===== src/rtl/rat_io_pkg.sv =====
// Shared port map, debounce state encoding and pending-bit layout for the RAT MCU I/O responder.
package rat_io_pkg;

  localparam logic [7:0] PID_SW    = 8'h20;
  localparam logic [7:0] PID_STAT  = 8'h21;
  localparam logic [7:0] PID_MASK  = 8'h22;
  localparam logic [7:0] PID_TCNT  = 8'h23;
  localparam logic [7:0] PID_LEDS  = 8'h40;
  localparam logic [7:0] PID_SSEG  = 8'h81;
  localparam logic [7:0] PID_ACK   = 8'hF0;
  localparam logic [7:0] PID_IMASK = 8'hF1;
  localparam logic [7:0] PID_TRLD  = 8'hF2;

  localparam int PEND_BTN = 0;
  localparam int PEND_TMR = 1;

  typedef enum logic [1:0] {
    LOW,
    WAIT_HI,
    HIGH,
    WAIT_LO
  } deb_state_t;

endpackage


===== src/rtl/rat_io_responder_btn_debounce.sv =====
// Button synchroniser plus qualify-by-stability FSM; btn_evt pulses on the edge that enters HIGH.
module btn_debounce
  import rat_io_pkg::*;
#(
  parameter int DEB_CYCLES = 500000
) (
  input  logic clk,
  input  logic rst,
  input  logic btn,
  output logic btn_evt
);

  localparam int CW = $clog2(DEB_CYCLES + 1);
  localparam logic [CW-1:0] CNT_LAST = CW'(DEB_CYCLES - 1);

  logic btn_s1, btn_s2;
  deb_state_t state, next_state;
  logic [CW-1:0] cnt;
  logic cnt_done;

  assign cnt_done = (cnt == CNT_LAST);

  always_ff @(posedge clk or posedge rst) begin
    if (rst) begin
      btn_s1 <= 1'b0;
      btn_s2 <= 1'b0;
    end else begin
      btn_s1 <= btn;
      btn_s2 <= btn_s1;
    end
  end

  always_ff @(posedge clk or posedge rst) begin
    if (rst) begin
      state <= LOW;
    end else begin
      state <= next_state;
    end
  end

  // The sample that moves us into a wait state is already the first stable one.
  always_ff @(posedge clk or posedge rst) begin
    if (rst) begin
      cnt <= '0;
    end else if (next_state == WAIT_HI || next_state == WAIT_LO) begin
      cnt <= (state == next_state) ? cnt + CW'(1) : CW'(1);
    end else begin
      cnt <= '0;
    end
  end

  always_comb begin
    next_state = state;
    case (state)
      LOW:     if (btn_s2) next_state = WAIT_HI;
      WAIT_HI: if (!btn_s2) next_state = LOW;
               else if (cnt_done) next_state = HIGH;
      HIGH:    if (!btn_s2) next_state = WAIT_LO;
      WAIT_LO: if (btn_s2) next_state = HIGH;
               else if (cnt_done) next_state = LOW;
      default: next_state = LOW;
    endcase
  end

  always_comb begin
    btn_evt = (state == WAIT_HI) && (next_state == HIGH);
  end

endmodule


===== src/rtl/rat_io_responder.sv =====
// RAT MCU port-bus responder: output registers, input mux, debounced button interrupt.
// Optional periodic timer interrupt is built when RAT_IO_TIMER_EN is defined.
module rat_io_responder
  import rat_io_pkg::*;
#(
  parameter int DEB_CYCLES   = 500000,
  parameter int TMR_PRESCALE = 100000
) (
  input  logic       CLK,
  input  logic       RESET,
  input  logic [7:0] PORT_ID,
  input  logic [7:0] OUT_PORT,
  input  logic       IO_STRB,
  output logic [7:0] IN_PORT,
  output logic       INT_CU,
  input  logic [7:0] SWITCHES,
  input  logic       BTN,
  output logic [7:0] LEDS,
  output logic [7:0] SSEG_VAL
);

  logic [7:0] sw_s1, sw_s2;
  logic [7:0] leds_q, sseg_q;
  logic [1:0] pend, mask;
  logic       int_q;
  logic       btn_evt;
  logic       tmr_expire;
  logic [7:0] tcnt_rd;
  logic [1:0] ack_bits, set_bits;

  btn_debounce #(.DEB_CYCLES(DEB_CYCLES)) u_deb (
    .clk     (CLK),
    .rst     (RESET),
    .btn     (BTN),
    .btn_evt (btn_evt)
  );

  always_ff @(posedge CLK or posedge RESET) begin
    if (RESET) begin
      sw_s1 <= 8'h00;
      sw_s2 <= 8'h00;
    end else begin
      sw_s1 <= SWITCHES;
      sw_s2 <= sw_s1;
    end
  end

`ifdef RAT_IO_TIMER_EN
  localparam int PW = (TMR_PRESCALE > 1) ? $clog2(TMR_PRESCALE) : 1;
  localparam logic [PW-1:0] PRESC_MAX = PW'(TMR_PRESCALE - 1);

  logic [7:0]    reload, tcnt;
  logic [PW-1:0] presc;

  // Expiry fires on the tick that would take the count from 1 to 0; it reloads instead.
  assign tmr_expire = (reload != 8'h00) && (presc == PRESC_MAX) && (tcnt == 8'h01);
  assign tcnt_rd    = tcnt;

  always_ff @(posedge CLK or posedge RESET) begin
    if (RESET) begin
      reload <= 8'h00;
      tcnt   <= 8'h00;
      presc  <= '0;
    end else if (IO_STRB && PORT_ID == PID_TRLD) begin
      reload <= OUT_PORT;
      tcnt   <= OUT_PORT;
      presc  <= '0;
    end else if (reload != 8'h00) begin
      if (presc == PRESC_MAX) begin
        presc <= '0;
        tcnt  <= (tcnt == 8'h01) ? reload : tcnt - 8'h01;
      end else begin
        presc <= presc + PW'(1);
      end
    end
  end
`else
  assign tmr_expire = 1'b0;
  assign tcnt_rd    = 8'h00;
`endif

  assign ack_bits = (IO_STRB && PORT_ID == PID_ACK) ? OUT_PORT[1:0] : 2'b00;

  always_comb begin
    set_bits           = 2'b00;
    set_bits[PEND_BTN] = btn_evt;
    set_bits[PEND_TMR] = tmr_expire;
  end

  // A new set in the same cycle as its ack wins, so no event is lost.
  always_ff @(posedge CLK or posedge RESET) begin
    if (RESET) begin
      leds_q <= 8'h00;
      sseg_q <= 8'h00;
      mask   <= 2'b00;
      pend   <= 2'b00;
      int_q  <= 1'b0;
    end else begin
      int_q <= |(pend & mask);
      pend  <= (pend & ~ack_bits) | set_bits;
      if (IO_STRB) begin
        case (PORT_ID)
          PID_LEDS:  leds_q <= OUT_PORT;
          PID_SSEG:  sseg_q <= OUT_PORT;
          PID_IMASK: mask   <= OUT_PORT[1:0];
          default:   ;
        endcase
      end
    end
  end

  always_comb begin
    case (PORT_ID)
      PID_SW:   IN_PORT = sw_s2;
      PID_STAT: IN_PORT = {6'b0, pend};
      PID_MASK: IN_PORT = {6'b0, mask};
      PID_TCNT: IN_PORT = tcnt_rd;
      default:  IN_PORT = 8'h00;
    endcase
  end

  assign LEDS     = leds_q;
  assign SSEG_VAL = sseg_q;
  assign INT_CU   = int_q;

endmodule


===== config.mk =====
export PLATFORM = sky130hd
export DESIGN_NAME = rat_io_responder
export DESIGN_NICKNAME = d
export VERILOG_FILES = /design/src/rtl/rat_io_pkg.sv /design/src/rtl/rat_io_responder_btn_debounce.sv /design/src/rtl/rat_io_responder.sv
export SDC_FILE = /design/constraint.sdc
export NUM_CORES = 1
export LEC_CHECK = 0
export BUFFER_PORTS_ARGS = -buffer_cell sky130_fd_sc_hd__clkbuf_2
export CORE_UTILIZATION = 40
export DETAILED_ROUTE_END_ITERATION = 10
export GPL_ROUTABILITY_DRIVEN = 0
export PLACE_DENSITY_LB_ADDON = 0.2
export REMOVE_ABC_BUFFERS = 1
export SYNTH_ARGS = -nofsm -noshare
export SYNTH_HDL_FRONTEND = slang
export SYNTH_SLANG_ARGS = --single-unit

===== constraint.sdc =====
create_clock -name CLK -period 2.7 [get_ports CLK]
set_input_delay 0.54 -clock CLK [delete_from_list [all_inputs] [get_ports CLK]]
set_output_delay 0.54 -clock CLK [all_outputs]
set_load 0.1 [all_outputs]

==> results.md <==
Die:
- The placeable core region is 5990 sq um.
- Once the floorplan was initialized, standard cells occupied 41.8% of the core.
- The die covers 6580 sq um.
- In this run the count of I/O pins placed on the die edge is 53.
- In this run the vertical extent of the chip is 81.1 um.
- The floorplan has 28 rows.
- The horizontal die dimension is 81.1 um.

STA:
- The worst slew margin relative to its limit is 60.1%.
- The number of pins exceeding their max-slew limit in the final report is 0.
- The count of final hold-check violations is 0.
- Setup repair after global routing left no endpoint under its margin.
- Setup violations remaining at the end of the flow were counted as 0.
- The post-route fraction of the period consumed by the critical path is 92.6%.
- Based on the critical path, the design can be clocked at up to 0.400 GHz.
- At the pin with the least slew margin, the transition time is 0.594 ns.
- Clock skew on the completed layout was measured at 0.00943 ns.
- The clock period minus final worst setup slack is 2.50 ns.
- Once routing completed, OpenROAD measured the worst setup slack at 0.199 ns.

Global routing:
- Global routing used 14.8% of the available tracks across all layers.
- The remaining global-route overflow is 0.
- The wire length of the first global-routing pass is 7090 um.
- The via count of the first global-routing pass came to 1,528.
- The number of antenna violations at the first check in global routing is 0.
- Entering global routing, the biggest net connects 23 pins.

Detailed routing:
- The remaining design rule violation count is 0.
- The number of vias per cell after detailed routing is 4.95.
- The detail route stage leaves a number of antenna-violating nets equal to 0.
- The initial detailed-routing violation count is 71.
- The routed design has 4440 um of wire.
- The average wire per standard cell is 12.9 um.
- For this run, the detailed router's first-pass iteration total came to 4.
- Detailed routing inserted a total of 1,703 vias.

Finish:
- The antenna diode instance count is 0.
- The area growth from synthesis to layout is 28.0%.
- The most frequent standard cell in the layout excluding fill and tap cells is dfrtp_1.
- Leaving out fill and tap cells, the most frequent cells in the layout are dfrtp_1 (60), clkbuf_2 (44), mux2_2 (19), nor2_1 (18), clkbuf_8 (12).
- The layout net count is 293.
- The fraction of layout instances using a drive strength above 1 is 39.4%.
- The number of filler cells placed in the layout is 545.

Synth:
- The unique cell type count in the Yosys netlist is 42.
- Summing the sequential cell areas from Yosys gives 60.0% of the chip area.
- The number of flops mapped to enable cells by yosys is 0.
- The yosys synthesis warning count is 0.
- The mean post-synth cell area is 12.7 sq um.
- The share of flip-flops with an asynchronous set or reset is 100%.
- The cell area that synthesis handed to floorplanning was 2500 sq um.
- Synthesis produced 197 cells.
- Among all flip-flop cells after synthesis, the most frequent one is dfrtp_1.
- The synthesized flop and latch total is 60.

Status:
- The flow ran to the end, and the final reports show no timing, DRC or antenna violations.

CTS:
- CTS saw 60 sinks.
- The later-pin clock latency in the skew report is 0.33 ns.
- In this run the number of H-tree levels came out at 3.
- In this run the clock root is driven by a clkbuf_8.
- In this run the deepest clock path goes through 2 buffers.
- After clock tree synthesis, the flow added hold-fix buffers numbering 0.
- The TritonCTS clock tree is yes.
- The clock-pin slew on the worst setup and hold paths is 0.06 ns.
- Counting the buffers created by CTS gives 9.

Worst setup path:
- The data required time of the critical path is 2.16 ns.
- The startpoint identified for the worst register-to-register timing path is u_deb.cnt[14].
- The number of cells on the worst reg-to-reg path is 5.
- The critical-path cell with the highest stage delay is or4b_4.
- The endpoint class of the critical path is a primary output.
- The signal on the critical path passes through clkbuf_2 > or4b_4 > nor3b_4 > buf_4 > and2_1 > buf_12.
- STA classifies the critical path startpoint as an input port.
- Following the worst setup path forward leads to its endpoint at IN_PORT[7].
- Tracing the worst setup path back leads to its startpoint at PORT_ID[6].
- For the worst setup path, the data arrival time is 1.96 ns.
- The class of the most critical setup path is in -> out.
- The reg-to-reg critical path endpoint is u_deb.cnt[2].
- The setup slack of the most critical reg-to-reg path is 0.79 ns.
- In this design, the stage delay of the slowest critical-path cell is 0.56 ns.
- The peak fanout along the critical path is 6.

Placement:
- The port buffer count is 52.
- The detailed-placement wirelength estimate is 3270 um.
- The pre-CTS setup slack is -0.0182 ns.

Worst hold path:
- The type of the worst min-delay path is in -> async.

Power:
- After layout, the design draws a total of 1.88 mW.
- The cell leakage power is 1.49 nW.
- The worst-case IR drop observed on VDD is 0.283 mV.
- Power spread over the standard cell area amounts to 586 nW/um^2.

Job:
- Across the run, the number of max-cap violations was 0.
-- synth_stat cells (all sizes together) (3+ instances only) --
cell | count | share of area (%)
nand2 | 7 | 1.0
and2 | 8 | 2.0
xor2 | 7 | 2.4
xnor2 | 6 | 2.1
nand4 | 11 | 3.3
nor2 | 18 | 2.7
and3 | 3 | 0.75
buf | 4 | 1.0
nand3 | 8 | 1.6
o21ai | 5 | 1.0
nor3 | 4 | 1.2
mux2 | 19 | 8.5
a21oi | 5 | 1.3
inv | 4 | 0.60
or3 | 3 | 0.80
or4 | 3 | 1.0
dfrtp | 60 | 60
or4b | 3 | 1.2
-- worst min path at each step --
| stage | from | to | slack, ns | depth (start not counted) |
|---|---|---|---|---|
| detailed placement | sw_s1[4] | sw_s2[4] | 0.34 | 0 |
| floorplan | sw_s1[0] | sw_s2[0] | 0.33 | 0 |
| CTS | RESET | u_deb.cnt[2] | 0.18 | 2 |
| global placement | sw_s1[7] | sw_s2[7] | 0.33 | 0 |
| global route | RESET | u_deb.cnt[2] | 0.19 | 2 |
| finish | RESET | u_deb.cnt[2] | 0.18 | 2 |
-- metal layers --
layer	vias to the layer above	track usage (%)	share of wire [%]
met4	0	7.50	0.54
met3	4	5.06	5.0
met5	-	0	0
met2	40	20.8	44
met1	818	20.2	51
li1	841	-	-
-- logic make-up after synthesis --
family          count (synthesis)  synth area share [%]
simple gates                   78                  20.0
flops                          60                  60.0
mux                            19                  8.55
compound gates                 18                  4.85
xor+xnor                       13                  4.55
buf+inv                         8                  1.60
fa+ha+maj                       1                 0.500
-- where the power goes --
part	switching (mW)	internal, mW
sequential	0.0141	0.930
clock	0.335	0.407
combinational	0.145	0.0471
total	0.494	1.38
-- sequential cells by signal, summed over array words and instances (netlist names) --
register	cells
u_deb.cnt	19
LEDS	8
SSEG_VAL	8
sw_s1	8
sw_s2	8
mask	2
pend	2
u_deb.state	2
INT_CU	1
u_deb.btn_s1	1
u_deb.btn_s2	1
-- critical path, delay by kind of cell --
kind          cells  cell delay (ns)
simple gates      3             0.98
buf+inv           3             0.44
-- area by class of cell --
class                           count  area (sq um)  share of cell area [%]
Sequential cell                    60          1500                    46.8
Tap cell                           75          93.8                    2.93
Multi-Input combinational cell    129           966                    30.1
Inverter                            4          15.0                   0.468
Clock buffer                       13           169                    5.27
Timing Repair Buffer               60           440                    13.7
Clock inverter                      3          20.0                   0.625
-- metrics by stage --
stage          area (sq um)  std cells  util [%]  hold WS (ns)  TNS, ns
5_1_grt                3210        344      53.5         0.193        0
2_1_floorplan          2480        193         -         0.331    -1.34
3_5_place_dp           3010        327      50.2         0.336  -0.0283
6_report               3210        344      53.5         0.178        0
4_1_cts                3190        343      53.3         0.184        0
3_3_place_gp           3010        327      50.2         0.333        0
-- timing repair --
item	CTS	global route
setup endpoints to repair	2	8
pin swaps	1	2
resized for setup	0	1
setup buffers	0	1
Note: power is estimated with default switching activity, not from simulation.
